<file path="src/rtl/fwd_scoreboard.sv">
// fwd_scoreboard: hazard/forwarding scoreboard for the pipelined MIPS core.
// Tracks in-flight register writes in an NSTAGE-deep shift register behind D.
// For every D-stage read port it produces a forward-source select, a pending
// flag, and a global stall request.
// Optional build macro FWD_SCB_PERF_EN adds a 32-bit stall-cycle counter on
// stall_cnt. Without the macro, stall_cnt is tied to 0 and no counter flops
// are built.
module fwd_scoreboard #(
  parameter int NSTAGE = 3,
  parameter int NRD    = 2,
  parameter int AW     = 5,
  parameter int TW     = 2
) (
  input  logic                                clk,
  input  logic                                reset,
  input  logic                                d_valid,
  input  logic                                d_we,
  input  logic [AW-1:0]                       d_wa,
  input  logic [TW-1:0]                       d_tnew,
  input  logic [NRD*AW-1:0]                   d_ra,
  input  logic [NRD*TW-1:0]                   d_tuse,
  input  logic                                ext_stall,
  output logic                                stall,
  output logic [NRD*$clog2(NSTAGE+1)-1:0]     fwd_sel,
  output logic [NRD-1:0]                      fwd_pend,
  output logic [31:0]                         stall_cnt
);

  localparam int SW = $clog2(NSTAGE + 1);

  // Tnew counts down as a producer advances but never goes below zero.
  function automatic logic [TW-1:0] dec_sat(input logic [TW-1:0] t);
    return (t == '0) ? '0 : t - 1'b1;
  endfunction

  // Per-stage entry: index 1 is E, index NSTAGE is the last tracked stage.
  logic          vld_p  [1:NSTAGE];
  logic [AW-1:0] wa_p   [1:NSTAGE];
  logic [TW-1:0] tnew_p [1:NSTAGE];

  logic          alloc;
  logic [NRD-1:0] req;
  logic [AW-1:0] ra;
  logic [TW-1:0] tuse;
  logic [TW-1:0] htnew;
  logic          hit;
  int            hk;

  // Writes to $0 are never tracked, and a stalled D enters E as a bubble.
  assign alloc = d_valid & d_we & (d_wa != '0) & ~stall;

  // Control state: valid bits and tnew counters advance every clock.
  always_ff @(posedge clk or negedge reset) begin
    if (!reset) begin
      for (int k = 1; k <= NSTAGE; k++) begin
        vld_p[k]  <= 1'b0;
        tnew_p[k] <= '0;
      end
    end else begin
      vld_p[1]  <= alloc;
      tnew_p[1] <= alloc ? d_tnew : '0;
      for (int k = 2; k <= NSTAGE; k++) begin
        vld_p[k]  <= vld_p[k-1];
        tnew_p[k] <= dec_sat(tnew_p[k-1]);
      end
    end
  end

  // Destination addresses follow their valid bits; no reset is needed.
  always_ff @(posedge clk) begin
    wa_p[1] <= d_wa;
    for (int k = 2; k <= NSTAGE; k++) begin
      wa_p[k] <= wa_p[k-1];
    end
  end

  // Per-port lookup: youngest matching producer decides forward, pend or stall.
  always_comb begin
    req      = '0;
    fwd_sel  = '0;
    fwd_pend = '0;
    ra       = '0;
    tuse     = '0;
    htnew    = '0;
    hit      = 1'b0;
    hk       = 0;
    for (int i = 0; i < NRD; i++) begin
      ra    = d_ra[i*AW +: AW];
      tuse  = d_tuse[i*TW +: TW];
      hit   = 1'b0;
      hk    = 0;
      htnew = '0;
      // Scan oldest to youngest so the youngest match overrides.
      for (int k = NSTAGE; k >= 1; k--) begin
        if (vld_p[k] && (wa_p[k] == ra)) begin
          hit   = 1'b1;
          hk    = k;
          htnew = tnew_p[k];
        end
      end
      if ((ra != '0) && hit) begin
        if (htnew == '0) begin
          fwd_sel[i*SW +: SW] = SW'(hk);
        end else if (htnew <= tuse) begin
          fwd_pend[i] = 1'b1;
        end else begin
          req[i] = 1'b1;
        end
      end
    end
  end

  // Stall is forced low while reset is held, whatever the inputs do.
  assign stall = reset & ((|req) | ext_stall);

`ifdef FWD_SCB_PERF_EN
  logic [31:0] cnt_q;

  // Count every clock spent stalled; wraps naturally at 2^32.
  always_ff @(posedge clk or negedge reset) begin
    if (!reset) begin
      cnt_q <= '0;
    end else if (stall) begin
      cnt_q <= cnt_q + 32'd1;
    end
  end

  assign stall_cnt = cnt_q;
`else
  assign stall_cnt = '0;
`endif

endmodule

</file>
<file path="config.mk">
export PLATFORM = sky130hd
export DESIGN_NAME = fwd_scoreboard
export DESIGN_NICKNAME = d
export VERILOG_FILES = /design/src/rtl/fwd_scoreboard.sv
export SDC_FILE = /design/constraint.sdc
export NUM_CORES = 1
export LEC_CHECK = 0
export CORE_MARGIN = 5
export CORE_UTILIZATION = 45
export CTS_BUF_LIST = sky130_fd_sc_hd__clkbuf_4
export CTS_CLUSTER_DIAMETER = 60
export DETAILED_ROUTE_END_ITERATION = 10
export PLACE_DENSITY_LB_ADDON = 0.15
export SYNTH_ARGS = -nofsm -noshare
export SYNTH_HDL_FRONTEND = slang
export SYNTH_SLANG_ARGS = --single-unit
</file>
<file path="constraint.sdc">
create_clock -name clk -period 6.7 [get_ports clk]
set_input_delay 2.01 -clock clk [delete_from_list [all_inputs] [get_ports clk]]
set_output_delay 2.01 -clock clk [all_outputs]
set_load 0.02 [all_outputs]
</file>
==> results.txt <==
The run finished with clean final reports. The count of nets left with antenna violations once routing finished came out at 0. Prior to clock tree synthesis, the placed netlist has a worst setup slack of -0.623 ns.

The tools report the total half-perimeter wirelength after legalization and detailed placement as 3460 um. After detailed routing, the average wire length per cell comes to 14.1 um. The clock passes through at most 2 buffers. The category of the worst setup path capture point was an output port. The tools report the number of hold buffers added after CTS as 0. Clock-pin slew was measured on the worst setup and hold paths at 0.13 ns. For the finished layout, the period the worst path requires is 6.60 ns. The number of cells on the worst reg-to-reg path is 13. Via count of the first global-routing pass: 1,538. The die covers 5120 um2. Required time of the critical path: 4.69 ns.

In this run the tool buffered the top-level ports with 32 buffer cells. The run gives 1 as the maximum level of the CTS H-tree. The logs give 0.32 ns for the clock latency at the later pin of the worst-skew pair and 152 MHz for the maximum operating frequency. The average vias per placed instance came out at 4.88. Most common flop cell mapped by yosys: sky130_fd_sc_hd__dfxtp_1.

After synthesis the cells add up to 1700 um2. The tools report the layout net count as 283. After detailed routing, no signal wire sits above met4.

Wire segments on met2 add up to 2280 um in the final route. Along the worst path, the maximum fanout reaches 4. The worst hold path was traced through 0 stages. For this block, the initial DRC count from the detailed router was 32. Counting instances in the post-synthesis netlist gives the leading cell types as sky130_fd_sc_hd__buf_4 (32), sky130_fd_sc_hd__xnor2_1 (19), sky130_fd_sc_hd__dfxtp_1 (15), sky130_fd_sc_hd__inv_1 (12), sky130_fd_sc_hd__xor2_1 (11). Of the post-synthesis cell area, the dominant cell type holds 17.6%. The biggest area contributor in the post-synthesis netlist is sky130_fd_sc_hd__dfxtp_1.

The post-detailed-placement cell area is 2170 um2. The fraction of the core area covered by cells at the end of the flow was 64.4%. For this run, the number of standard cells in the final layout without fillers is 300.

The die is 71.5 um wide. 65 I/O pins were placed. TritonCTS built the clock tree. For the total congestion overflow after global routing, the log shows 0.

Once layout is done, the placed cells without fillers occupy 2360 um2. The tools report the initial antenna violation count as 0. The synthesized netlist contains 42 unique library cells. Setup violations remaining at the end of the flow were counted as 0. The die boundary height is 71.5 um, and the met1 routed wirelength after detailed routing is 1640 um. The post-route netlist has 27.4% of its cells at a drive strength greater than 1. The logs give 46.5% for the effective utilization at floorplan and 3660 um2 for the area of the core region.

For the DRC violations left, the log shows 0. The number of fillers in the final layout was 305. The tools report the storage element area as 526 um2. The total clock buffers created by CTS was 3.

The footprint of the multi-input gates is 1120 um2. Yosys attributes the largest share of cell area to sky130_fd_sc_hd__dfxtp_1 (18%), sky130_fd_sc_hd__buf_4 (14%), sky130_fd_sc_hd__dfrtp_1 (13%). Entering global routing, the biggest net connects 15 pins. The number of cells after detailed placement was 292; the part of the Yosys area used for sequential elements was 30.8%.

In this run the worst hold path is classified as flip-flop to flip-flop. Max-cap violations in this run came to 0. The number of standard-cell rows in the floorplan was 22. The tools report the buffer type at the clock tree root as sky130_fd_sc_hd__clkbuf_4.

The number of enable-type register cells in the synthesized netlist was 0. The cell count after synthesis came out at 186. Across every metal layer, demand over resource in global routing totals 16.3%.

Leakage dissipation: 0.00108 uW. The final layout contains routed wiring with a total length of 4240 um. The final critical-path setup slack is 0.103 ns, and the number of hold-slack violations in the final timing report is 0.

During synthesis, Yosys emitted a total of 0 warnings. The number of antenna diodes in the final layout is 0. For the global-route wire length before repair, the log shows 6720 um. Clock tree synthesis found a total of 24 sinks. Dividing total power by cell area gives a power density of 151 nW/um2. The pre-antenna-repair detailed-routing pass consisted of 4 iterations. The run gives 0.894 as the final weighted congestion of routability-driven global placement. The type of the worst setup path was input pin to output port.

The clock arrives with 0.00433 ns of skew. The fraction of registers with async set/reset was 37.5%. Detailed routing placed a total of 258 um of wire on met3.

The final route contains 1,464 vias. The worst-case IR drop observed on VDD is 0.161 mV. Averaged over all synthesized cells, the footprint is 9.16 um2.

The run gives 0 as the final number of max-transition violations. After routing, the total negative slack on setup checks comes to 0 ns. The startpoint kind of the worst setup timing path was an input pin. The flip-flop and latch count after synthesis was 24; the post-synthesis to final-layout area growth was 38.4%. At the worst endpoint, the arrival time is 4.59 ns. The portion of the clock cycle consumed by the worst path in the final layout was 98.5%. By instance count, the leading cell after synthesis is sky130_fd_sc_hd__buf_4.
-- placed cells by master (no fill, tap or decap), types with 2 or more instances in the layout --
| master | netlist | routed |
|---|---|---|
| sky130_fd_sc_hd__nor3_2 | 0 | 2 |
| sky130_fd_sc_hd__clkbuf_4 | 0 | 3 |
| sky130_fd_sc_hd__dfrtp_1 | 9 | 9 |
| sky130_fd_sc_hd__a31oi_2 | 0 | 2 |
| sky130_fd_sc_hd__buf_4 | 32 | 33 |
| sky130_fd_sc_hd__or4_1 | 2 | 2 |
| sky130_fd_sc_hd__a211oi_2 | 2 | 3 |
| sky130_fd_sc_hd__and4_1 | 3 | 3 |
| sky130_fd_sc_hd__nor2_1 | 8 | 8 |
| sky130_fd_sc_hd__inv_1 | 12 | 12 |
| sky130_fd_sc_hd__dfxtp_1 | 15 | 15 |
| sky130_fd_sc_hd__o21ai_0 | 3 | 2 |
| sky130_fd_sc_hd__xnor2_2 | 0 | 4 |
| sky130_fd_sc_hd__a31oi_1 | 4 | 2 |
| sky130_fd_sc_hd__nand4_1 | 7 | 7 |
| sky130_fd_sc_hd__xnor2_1 | 19 | 14 |
| sky130_fd_sc_hd__and2_4 | 1 | 2 |
| sky130_fd_sc_hd__nor4_1 | 2 | 2 |
| sky130_fd_sc_hd__conb_1 | 1 | 32 |
| sky130_fd_sc_hd__dlygate4sd2_1 | 0 | 9 |
| sky130_fd_sc_hd__xor2_2 | 0 | 3 |
| sky130_fd_sc_hd__nand3_1 | 5 | 5 |
| sky130_fd_sc_hd__o211ai_1 | 2 | 2 |
| sky130_fd_sc_hd__nand2_1 | 7 | 7 |
| sky130_fd_sc_hd__clkdlybuf4s50_1 | 0 | 20 |
| sky130_fd_sc_hd__and2_1 | 4 | 3 |
| sky130_fd_sc_hd__nor3_1 | 7 | 5 |
| sky130_fd_sc_hd__and3_2 | 2 | 2 |
| sky130_fd_sc_hd__ha_1 | 4 | 4 |
| sky130_fd_sc_hd__o31ai_4 | 2 | 2 |
| sky130_fd_sc_hd__xor2_1 | 11 | 8 |
-- critical path: stages --
cell                            delay [ns]
sky130_fd_sc_hd__dlygate4sd2_1        0.30
sky130_fd_sc_hd__xnor2_1              0.34
sky130_fd_sc_hd__and4_1               0.24
sky130_fd_sc_hd__o211ai_1             0.11
sky130_fd_sc_hd__a31oi_2              0.24
sky130_fd_sc_hd__ha_1                 0.27
sky130_fd_sc_hd__buf_4                0.14
sky130_fd_sc_hd__a2bb2oi_2            0.14
sky130_fd_sc_hd__inv_1                0.07
sky130_fd_sc_hd__a311oi_2             0.26
sky130_fd_sc_hd__o21ai_1              0.12
sky130_fd_sc_hd__a31oi_1              0.18
sky130_fd_sc_hd__buf_4                0.16
-- final timing paths --
kind / startpoint / endpoint / slack (ns)
max: d_ra[4] / stall / 0.10
min: vld_p[2] / vld_p[1] / 0.42
max reg2reg: wa_p[0][11] / tnew_p[5] / 4.07
min reg2reg: vld_p[2] / vld_p[1] / 0.42
max in group asynchronous: reset / vld_p[0] / 4.57
min in group asynchronous: reset / vld_p[2] / 1.97
-- logic make-up after synthesis --
logic type | Yosys count | synth area share, %
other | 1 | 0.220
flip-flops | 24 | 30.8
buffers and inverters | 46 | 17.3
adder cells (fa/ha/maj) | 4 | 2.94
AO/OA/AOI/OAI | 25 | 13.1
AND/OR/NAND/NOR | 56 | 20.2
XOR/XNOR | 30 | 15.4
-- metal layers --
| layer | track usage (%) | vias up |
|---|---|---|
| met5 | 0 | - |
| met4 | 7.31 | 0 |
| met3 | 2.38 | 8 |
| met2 | 30.1 | 50 |
| met1 | 18.4 | 689 |
| li1 | - | 717 |
-- stage by stage --
stage	total power, uW	hold WS, ns
6_report	356	0.418
5_1_grt	370	0.430
4_1_cts	352	0.410
3_5_place_dp	246	0.387
3_3_place_gp	243	0.388
2_1_floorplan	218	0.374
-- state kept, by name, indices dropped and copies added, names as in the netlist --
signal  flops
wa_p       15
tnew_p      6
vld_p       3
-- power by group --
| group | switching, uW | internal, uW |
|---|---|---|
| sequential | 8.75 | 150 |
| combinational | 49.0 | 43.1 |
| clock | 44.7 | 60.5 |
-- layout make-up --
class,instances,area share (%)
clock buffer,3,0.955
clock inverter,1,1.27
inverter,12,1.91
multi-input combinational,147,47.5
sequential,24,22.3
tap,48,2.55
timing repair buffer,65,23.6
-- repair_timing --
action / in CTS / in global routing
endpoints found under the hold margin: 0 / 0
pin swaps: 4 / 9
gates resized for setup: 32 / 9
buffers inserted: 0 / 4
cloned: 0 / 0
setup endpoints to repair: 3 / 5
Note: power is estimated with default switching activity, not from simulation.
==> RTL edit: new RTL, same flow settings <==
Set the parameter `TW` to 1 (it was 2).
--- a/src/rtl/fwd_scoreboard.sv
+++ b/src/rtl/fwd_scoreboard.sv
@@ -10,5 +10,5 @@
   parameter int NRD    = 2,
   parameter int AW     = 5,
-  parameter int TW     = 2
+  parameter int TW     = 1
 ) (
   input  logic                                clk,
Ports: changed (resized d_tnew and d_tuse); port bits go from 65 to 62. The function was not compared with the original's and may differ.
==> RTL edit against the original RTL <==
Total power shrank 33%; die area shrank 27%; routed wire length fell by 44%; sequential cell count fell by 5; design area shrank 41%; global-route usage fell by 3.2 points; worst setup slack improved by 0.26 ns; area after synthesis fell by 31%; critical endpoint is now fwd_sel[0].
==> RTL edit: results (changes against the original RTL) <==
Parameter                              Value

Setup path
  Count of cells along the worst register-to-register path    4 (-9)
  Critical Path AT    4.33 ns (-0.26 ns)
  Worst R2R Start    wa_p[0][8]
  Internal reg-to-reg setup slack    5.14 ns (+1.07 ns)
  Crit path max-delay cell type    or4b_2
  Capturing instance or port of the critical path    fwd_sel[0]
  Stage delay of the slowest cell on the critical path    0.66 ns (+0.32 ns)
  Endpoint of the lowest-slack register-to-register path    vld_p[2]

Place
  Standard cell area after detailed placement    0.00138 mm² (-37%)
  I/O Buffers    29 (-9.4%)

Pwr
  Reported clock group power    0.0574 mW (-45%)

Detailed routing
  Detailed-route wire length    2380 µm (-44%)
  Number of DRC violations after detailed-routing iteration 0    7 (-78%)
  Wire length the detailed router placed on met1    925 µm (-44%)
  Met3 Wirelength    217 µm (-16%)

Global routing
  Maximum number of pins on one net before global-route repair    12 (-3)
  GR met2 Demand/Resource    23.9% (-6.2 points)

Run status
  Run status    complete, no violations

Layout
  Share of cell area taken by flip-flops and latches    28.5% (+6.3 points)
  Inverter count of the layout excluding clock inverters    0 (-12)
  Non-Clock Buffer Count    29 (-55%)
  Biggest regs    wa_p x15, vld_p x3, tnew_p x1
  Multi-input logic portion of the cell area    46.1% (-1.4 points)
  FFs & Latches    19 (-21%)

Synth
  Largest cells by area after synthesis    dfxtp_1 26%, buf_4 20%, xor2_1 13%
  Top cell types by occurrence after synthesis    32 x buf_4, 17 x xor2_1, 15 x dfxtp_1, 13 x xnor2_1, 7 x nor4_1
  Compound-gate portion of the synthesized area    4.58% (-8.5 points)

Floorplan
  Well Taps    30 (-38%)

Timing
  Post-Route Skew    0.00208 ns (-0.00225 ns)

Min path
  Critical hold path startpoint    wa_p[0][7]
RTL edit: cells by family after synthesis:
| kind of cell | count (synthesis) |
|---|---|
| AO/OA/AOI/OAI | 8 |
| buffers and inverters | 33 |
| AND/OR/NAND/NOR | 34 |
| other | 1 |
| XOR/XNOR | 30 |
| flip-flops | 19 |
RTL edit: worst min path at each step:
stage | end | cells after the start
floorplan | wa_p[0][15] | 0
global placement | wa_p[0][19] | 0
detailed placement | wa_p[0][12] | 0
CTS | wa_p[0][12] | 0
global route | wa_p[0][12] | 0
finish | wa_p[0][12] | 0
RTL edit: through the flow:
| stage | setup WS, ns | util, % | total power [mW] | hold WS [ns] |
|---|---|---|---|---|
| detailed placement | 0.353 | 55.5 | 0.185 | 0.383 |
| CTS | 0.346 | 56.6 | 0.241 | 0.399 |
| global placement | 0.382 | 55.5 | 0.184 | 0.385 |
| global route | 0.188 | 56.6 | 0.251 | 0.416 |
| finish | 0.364 | 56.6 | 0.240 | 0.399 |
| floorplan | 1.40 | - | 0.176 | 0.373 |
